--- src/rtl/dff_ram_arb.sv ---
// dff_ram_arb: two-port round-robin arbiter and sequencer in front of a
// single-port registered-read DFF RAM. After reset it zero-fills the RAM
// (when INIT_EN=1), then grants one command per cycle to port 0 or port 1,
// drives the RAM command registers, and steers each read result back to
// the port that issued it through a 2-stage valid/tag pipeline.
//
// Handshake: a command transfers on a rising edge where reqX_valid and
// reqX_ready are both high. reqX_ready is combinational from the two valids
// and the priority pointer; a requester holds valid and all its fields
// stable until the transfer and never makes valid depend on ready. Read
// responses (rspX_valid with rsp_data) have no backpressure and last one cycle.
module dff_ram_arb #(
  parameter int DATA_W  = 72,
  parameter int ADDR_W  = 2,
  parameter bit INIT_EN = 1'b1
) (
  input  logic              clk,
  input  logic              rst,
  input  logic              req0_valid,
  output logic              req0_ready,
  input  logic              req0_wr,
  input  logic [ADDR_W-1:0] req0_addr,
  input  logic [DATA_W-1:0] req0_wdata,
  input  logic              req1_valid,
  output logic              req1_ready,
  input  logic              req1_wr,
  input  logic [ADDR_W-1:0] req1_addr,
  input  logic [DATA_W-1:0] req1_wdata,
  output logic              rsp0_valid,
  output logic              rsp1_valid,
  output logic [DATA_W-1:0] rsp_data,
  output logic              init_done,
  output logic              ram_enb,
  output logic              ram_wr,
  output logic [ADDR_W-1:0] ram_addr,
  output logic [DATA_W-1:0] ram_wdata,
  input  logic [DATA_W-1:0] ram_r_data,
  output logic [0:0]        dbg_state
);

  typedef enum logic [0:0] {
    S_INIT = 1'b0,
    S_RUN  = 1'b1
  } state_t;

  localparam logic [ADDR_W-1:0] INIT_LAST = '1;

  state_t            state;
  state_t            state_nxt;
  logic [ADDR_W-1:0] init_cnt;
  logic              prio;
  logic              grant0;
  logic              grant1;
  logic              accept;
  logic              sel_wr;
  logic [ADDR_W-1:0] sel_addr;
  logic [DATA_W-1:0] sel_wdata;

  // Response pipeline: stage 1 tracks the cycle the read sits on ram_*,
  // stage 2 lines up with the RAM's registered read data.
  logic s1_valid;
  logic s1_tag;
  logic s2_valid;
  logic s2_tag;

  // Next state and round-robin grant; grants only exist in RUN.
  always_comb begin
    state_nxt = state;
    grant0    = 1'b0;
    grant1    = 1'b0;
    if (state == S_INIT) begin
      if (init_cnt == INIT_LAST) begin
        state_nxt = S_RUN;
      end
    end else begin
      if (req0_valid && (!req1_valid || !prio)) begin
        grant0 = 1'b1;
      end else if (req1_valid) begin
        grant1 = 1'b1;
      end
    end
  end

  // Ready is masked by rst so it reads 0 while reset is held, even when the
  // reset state is RUN (INIT_EN=0).
  assign req0_ready = grant0 & ~rst;
  assign req1_ready = grant1 & ~rst;
  assign accept     = grant0 | grant1;
  assign init_done  = (state == S_RUN) & ~rst;
  assign dbg_state  = state;

  // Mux of the granted port's command fields.
  always_comb begin
    sel_wr    = req0_wr;
    sel_addr  = req0_addr;
    sel_wdata = req0_wdata;
    if (grant1) begin
      sel_wr    = req1_wr;
      sel_addr  = req1_addr;
      sel_wdata = req1_wdata;
    end
  end

  // State register, zero-fill address counter and priority pointer.
  always_ff @(posedge clk or posedge rst) begin
    if (rst) begin
      if (INIT_EN) begin
        state <= S_INIT;
      end else begin
        state <= S_RUN;
      end
      init_cnt <= '0;
      prio     <= 1'b0;
    end else begin
      state <= state_nxt;
      if (state == S_INIT) begin
        init_cnt <= init_cnt + ADDR_W'(1);
      end
      // After serving port k the other port gets priority.
      if (grant0) begin
        prio <= 1'b1;
      end else if (grant1) begin
        prio <= 1'b0;
      end
    end
  end

  // RAM command registers: zero-fill writes in INIT, granted command in RUN,
  // otherwise only the enable drops and the rest hold.
  always_ff @(posedge clk or posedge rst) begin
    if (rst) begin
      ram_enb   <= 1'b0;
      ram_wr    <= 1'b0;
      ram_addr  <= '0;
      ram_wdata <= '0;
    end else if (state == S_INIT) begin
      ram_enb   <= 1'b1;
      ram_wr    <= 1'b1;
      ram_addr  <= init_cnt;
      ram_wdata <= '0;
    end else if (accept) begin
      ram_enb   <= 1'b1;
      ram_wr    <= sel_wr;
      ram_addr  <= sel_addr;
      ram_wdata <= sel_wdata;
    end else begin
      ram_enb <= 1'b0;
    end
  end

  // Read tag pipeline: tag 0/1 names the port that issued the read.
  always_ff @(posedge clk or posedge rst) begin
    if (rst) begin
      s1_valid <= 1'b0;
      s1_tag   <= 1'b0;
      s2_valid <= 1'b0;
      s2_tag   <= 1'b0;
    end else begin
      s1_valid <= accept & ~sel_wr;
      s1_tag   <= grant1;
      s2_valid <= s1_valid;
      s2_tag   <= s1_tag;
    end
  end

  assign rsp0_valid = s2_valid & ~s2_tag;
  assign rsp1_valid = s2_valid & s2_tag;
  assign rsp_data   = ram_r_data;

endmodule
--- config.mk ---
export PLATFORM = sky130hd
export DESIGN_NAME = dff_ram_arb
export DESIGN_NICKNAME = d
export VERILOG_FILES = /design/src/rtl/dff_ram_arb.sv
export SDC_FILE = /design/constraint.sdc
export NUM_CORES = 1
export LEC_CHECK = 0
export ABC_AREA = 1
export BUFFER_PORTS_ARGS = -buffer_cell sky130_fd_sc_hd__buf_2
export CAP_MARGIN = 20
export CELL_PAD_IN_SITES_DETAIL_PLACEMENT = 0
export CELL_PAD_IN_SITES_GLOBAL_PLACEMENT = 1
export CORE_AREA = 3 3 146 148
export CTS_CLUSTER_DIAMETER = 150
export CTS_CLUSTER_SIZE = 25
export DETAILED_ROUTE_END_ITERATION = 10
export DIE_AREA = 0 0 149 151
export PLACE_DENSITY_LB_ADDON = 0.25
export SLEW_MARGIN = 40
export SYNTH_ARGS = -nofsm -noshare
export SYNTH_HDL_FRONTEND = slang
export SYNTH_SLANG_ARGS = --single-unit
--- constraint.sdc ---
create_clock -name clk -period 4.45 [get_ports clk]
set_clock_uncertainty 0.2 [all_clocks]
set_input_delay 0.2225 -clock clk [delete_from_list [all_inputs] [get_ports clk]]
set_output_delay 0.2225 -clock clk [all_outputs]
set_load 0.01 [all_outputs]
* After elaboration in Yosys (flattened, before gate mapping)
Cells that the tools add are included.
** Word-level totals
- Bits in registers :: 84
- Input port bits :: 226
- Output and inout port bits :: 154
- Word-level logic and storage cells :: 49
** Cells by class
- $add $sub $neg :: 1
- Eq/ne operators :: 2
- Muxes and demuxes :: 20
- Bitwise logic cells :: 10
- Reduce and logical (&&, ||, !) cells :: 5
** Operators with widths (count)
- $mux 72 :: 3
- $mux 1 :: 14
- $and 1x1->1 :: 6
- $mux 2 :: 3
- $not 1->1 :: 3
- $add 2x1->2 const B :: 1
- $eq 2x2->1 const B :: 1
- $logic_not 1->1 :: 2
- $ne 2x1->1 const B :: 1
- $reduce_bool 2->1 :: 1
- $logic_and 1x1->1 :: 1
- $logic_or 1x1->1 :: 1
- $or 1x1->1 :: 1

* Logic depth before layout (Yosys ltp)
- Depth in word-level cells :: 8
- Mapped depth :: 8
- Gate-level depth less buffers :: 8

* Least setup slack after synthesis
No wires, ideal clock.
- Path kind :: flip-flop to output port
- From :: register state, in the netlist dbg_state
- To :: output port req1_ready
- Data arrival time :: 1.114 ns
- Data required time :: 4.028 ns
- Path slack :: 2.913 ns
- Cell stages (with the launch flop) :: 6
- Path buffers :: 1
- Cell sequence :: dfrtp_1 nand2_1 inv_1 nand2_1 buf_2 nor2_1
** Between the ends
- Longest elaborated chain between the ends :: 2
** Ends and longest elaborated chain
- from (decl) :: line 48 : state_t state;
- from (signal assigned) :: line 115 : state <= state_nxt;
- $mux 1 :: line 71 : if (state == S_INIT) begin
- $and 1x1->1 :: line 87 : assign req1_ready = grant1 & ~rst;
- to (decl) :: line 25 : output logic req1_ready,
No other way between the ends.

* Final worst setup path
- From :: register prio
- To :: register ram_wdata[7]
** Between the ends
- Longest elaborated chain between the ends :: 8
- Elaborated cells between the ends (all ways) :: 12
- Those cells by class :: 1 x eq/ne; 7 x mux; 1 x bitwise; 3 x reduce/logical
** Ends and longest elaborated chain
- from (decl) :: line 51 : logic prio;
- from (signal assigned) :: line 113 : prio <= 1'b0;
- from (signal assigned) :: line 121 : prio <= 1'b1;
- from (signal assigned) :: line 123 : prio <= 1'b0;
- $logic_not 1->1 * :: line 76 : if (req0_valid && (!req1_valid || !prio)) begin
- $logic_or 1x1->1 * :: line 76
- $logic_and 1x1->1 * :: line 76
- $mux 1 * :: line 76
- $mux 1 * :: line 71
- named net grant1 :: line 53 : logic grant1;
- $mux 72 :: line 97 : if (grant1) begin
- $mux 72 :: line 141 : end else if (accept) begin
- $mux 72 :: line 136 : end else if (state == S_INIT) begin
- to (signal assigned) :: line 145 : ram_wdata <= sel_wdata;
- to (decl) :: line 36 : output logic [DATA_W-1:0] ram_wdata,
The timed path passes the listed nets; every way through them passes the cells marked *. The select of a mux whose other input is x is not followed.
A chain may end at the register's enable or synchronous reset.

==> reports/qor.txt <==
STATUS
-------------------------------------------------------------------------------------
Outcome                                                                  finished, final reports clean

TIMING
-------------------------------------------------------------------------------------
Final Setup Violations                                                              0
Achievable frequency                                                          361 MHz
Fin. max-slew vios                                                                  0
Final TNS setup                                                                  0 ns
Number of hold-slack violations in the final timing report                          0
Post-route minimum period                                                     2.77 ns
Unrepaired setup endpoints after global routing                                    no
Actual transition at the worst max-transition pin                            0.686 ns
Max transition margin                                                           0.543
Hold slack                                                                 0.00833 ns
Period utilisation layout                                                       0.623

CTS
-------------------------------------------------------------------------------------
Clk slew on worst S/H paths                                                   0.07 ns
Insertion delay of the later-clocked pin in the worst-skew pair               0.34 ns
Clock buffers created by TritonCTS                                                  9
Clk sinks                                                                          84
Clock buffer depth                                                                  2
Buffer type at the clock tree root                                       sky130_fd_sc_hd__clkbuf_16
Hold Buf Count CTS                                                                 54
Post-cts resize count                                                               0
H-tree levels                                                                       3
Number of buffers added for setup after CTS                                         0
CTS tree                                                                        built

WORST SETUP PATH
-------------------------------------------------------------------------------------
Slowest stage cell on the critical path                                  sky130_fd_sc_hd__dlygate4sd3_1
Endpoint of the most critical register-to-register path                  ram_wdata[7]$_DFFE_PP0P_
Setup crit end kind                                                              flop
Worst Path Required                                                           4.49 ns
Critical Path, Cell by Cell                                              nand2_1 -> nand2_4 -> nand2_1 -> clkinv_1 -> nand2_1 -> nand2_1 -> dlygate4sd3_1 -> nand2_1 -> nand2_1
Number of cells on the worst reg-to-reg path                                        9
Crit Reg-Reg Startpoint                                                  prio$_DFFE_PP0P_
Buffer and inverter count on the worst path                                         2
Top Family by Delay on Critical Path                                     simple AND/OR/NAND/NOR gates
Worst Path Max Fanout                                                              59
Worst Path Class, Setup                                                    reg -> reg
Category of the worst setup path launch point                                    flop
Delay of the slowest cell on the worst path                                   0.55 ns
Critical Path Start                                                      prio$_DFFE_PP0P_
Reg2reg setup slack                                                           1.68 ns
Most prevalent standard cell on the critical path                        sky130_fd_sc_hd__nand2_1
Data arrival time of the critical path                                        2.81 ns

PLACE
-------------------------------------------------------------------------------------
Placed insts                                                                     1013
DPL Wire Length                                                               11.3 mm
Port Buffer Count                                                                 235
GP Congestion                                                                   0.718
Placed inst area                                                             5550 µm²

GRT
-------------------------------------------------------------------------------------
Vias in the first global route                                                   4301
Overflow left after global routing                                                  0
Global-route total usage across every layer                                     0.131
Wire length of the first global-routing pass                                  23.1 mm
Number of antenna violations at the first check in global routing                   1
Largest net degree at the start of global routing                                  77

FLOORPLAN
-------------------------------------------------------------------------------------
Die Ht                                                                         151 µm
Effective utilization at floorplan                                              0.234
Number of primary I/O pins                                                        380
Area of the die                                                             22500 µm²
Std-Cell Core Area                                                          20200 µm²
Horiz. Die Dim                                                                 149 µm
Standard-cell rows                                                                 52

CELLS AND AREA
-------------------------------------------------------------------------------------
Area Overhead vs Synth                                                          36.1%
Filler-free cell count of the finished design                                    1082
Layout cell share with drive strength beyond 1                                  0.358
Final design instance area without fill                                      6410 µm²
# nets final                                                                     1035
Antenna diodes                                                                      0
Utilization after layout                                                        0.318

SYNTHESIS
-------------------------------------------------------------------------------------
Post-synthesis instance total                                                     606
Synth cell types                                                                   21
Yosys reg bits                                                                     84
Sequential element share of the synthesized area                                0.446
Post-synthesis instance area                                                 4710 µm²
Yosys warnings                                                                      0
Mean post-synth cell area                                                    7.78 µm²
Net count of the mapped netlist                                                   833

POWER AND IR DROP
-------------------------------------------------------------------------------------
P per Cell Area                                                            342 nW/µm²
Maximum vdd ir drop                                                          0.175 mV
Standby leakage power                                                         3.45 nW

JOB
-------------------------------------------------------------------------------------
Total of max-cap violations                                                         0

DRT
-------------------------------------------------------------------------------------
Routed wirelength normalized by instance count                                14.1 µm
Routed Antenna Nets                                                                 0
Residual DRC                                                                        0
Via total after detailed routing                                                 4289
Detailed Routing Iterations Pass 1                                                  4
Via-to-Cell Ratio                                                                3.96
Detailed Route WL                                                             15.3 mm
Count of routing violations after the opening detailed-route iteration            158

MIN PATH
-------------------------------------------------------------------------------------
WHS Endpoint                                                             ram_wdata[48]$_DFFE_PP0P_
Hold path depth                                                                     3
Worst min path class                                                        in -> reg
HP Start                                                                 req0_wdata[48]

==> final cells by class <==
type                            count  area [µm²]
Multi-Input combinational cell    342        1600
Sequential cell                    84        2100
Tap cell                          270         338
Clock buffer                       11         253
Fill cell                        2212       13800
Timing Repair Buffer              293        1750
Inverter                           78         297
Clock inverter                      4        72.6
==> cells in the mapped netlist <==
cell,count,area share
sky130_fd_sc_hd__nand2_1,192,0.15
sky130_fd_sc_hd__dfrtp_1,84,0.45
sky130_fd_sc_hd__o21ai_0,79,0.084
sky130_fd_sc_hd__inv_1,75,0.060
sky130_fd_sc_hd__buf_4,74,0.12
sky130_fd_sc_hd__o21ai_2,29,0.054
sky130_fd_sc_hd__o21ai_1,20,0.021
sky130_fd_sc_hd__buf_2,12,0.013
sky130_fd_sc_hd__clkbuf_1,10,0.0080
sky130_fd_sc_hd__nor2_1,9,0.0072
sky130_fd_sc_hd__buf_6,6,0.014
sky130_fd_sc_hd__nand3_1,4,0.0042
sky130_fd_sc_hd__inv_2,2,0.0016
sky130_fd_sc_hd__o22ai_1,2,0.0027
sky130_fd_sc_hd__or2_2,2,0.0027
sky130_fd_sc_hd__a21oi_4,1,0.0035
sky130_fd_sc_hd__a22oi_1,1,0.0016
sky130_fd_sc_hd__clkinv_1,1,0.00080
sky130_fd_sc_hd__ha_1,1,0.0027
sky130_fd_sc_hd__nand2_2,1,0.0013
sky130_fd_sc_hd__nand4_1,1,0.0013
==> worst reg2reg max path, delay by kind of cell, from the launching register on <==
kind | cells | cell delay [ns]
and+or+nand+nor | 7 | 1.16
buffers and inverters | 2 | 0.93
DFF | 1 | 0.37
==> per-stage QoR <==
| stage | worst slack (ns) | total power, W |
|---|---|---|
| 2_1_floorplan | 1.86 | 0.00120 |
| 3_3_place_gp | 2.17 | 0.00135 |
| 3_5_place_dp | 2.12 | 0.00135 |
| 4_1_cts | 1.63 | 0.00225 |
| 5_1_grt | 1.38 | 0.00234 |
| 6_report | 1.68 | 0.00220 |
==> logic make-up (layout without fill, tap and decap cells) <==
family | count (synthesis) | after routing | synth area share
AND/OR/NAND/NOR | 209 | 209 | 0.170
buffers and inverters | 180 | 386 | 0.215
AO/OA/AOI/OAI | 132 | 132 | 0.167
flip-flops | 84 | 84 | 0.446
adder cells (fa/ha/maj) | 1 | 1 | 0.00265
==> worst max path at each step <==
stage	end	slack [ns]	cells after the start
floorplan	dbg_state$_DFF_PP0_	1.86	1
global placement	ram_addr[1]$_DFFE_PP0P_	2.17	8
detailed placement	ram_addr[1]$_DFFE_PP0P_	2.12	5
CTS	ram_addr[1]$_DFFE_PP0P_	1.63	9
global route	ram_wdata[6]$_DFFE_PP0P_	1.38	9
finish	ram_wdata[7]$_DFFE_PP0P_	1.68	9
==> state kept, by name (all words and copies together) (netlist names) <==
name,cells
s1_tag,1
dbg_state,1
prio,1
ram_wdata,72
ram_enb,1
s2_tag,1
ram_addr,2
s2_valid,1
ram_wr,1
init_cnt,2
s1_valid,1
==> layer usage <==
layer / wire (µm) / GRT usage / vias to the layer above
met5: 13 / 0.00455 / -
met1: 6040 / 0.146 / 1868
met3: 1500 / 0.0497 / 23
met4: 255 / 0.0471 / 2
met2: 7450 / 0.228 / 195
li1: - / - / 2201
==> cells in the final DEF, fill, tap and decap left out, drive strengths merged, types with 2 or more instances in the layout <==
master / count
buf: 239
bufinv: 2
clkbuf: 11
clkinv: 3
dfrtp: 84
dlygate4sd3: 54
inv: 76
nand2: 193
nand3: 4
nor2: 9
o21ai: 128
o22ai: 2
or2: 2
==> report_power, final <==
group          switching [W]  internal [W]  total, W  leakage [nW]
clock               0.000312      0.000519  0.000831         0.158
combinational       0.000260      0.000210  0.000470          2.30
sequential         0.0000445      0.000850  0.000894         0.989
total               0.000617       0.00158   0.00220          3.45
No activity file was read; power rests on OpenSTA's default activity.
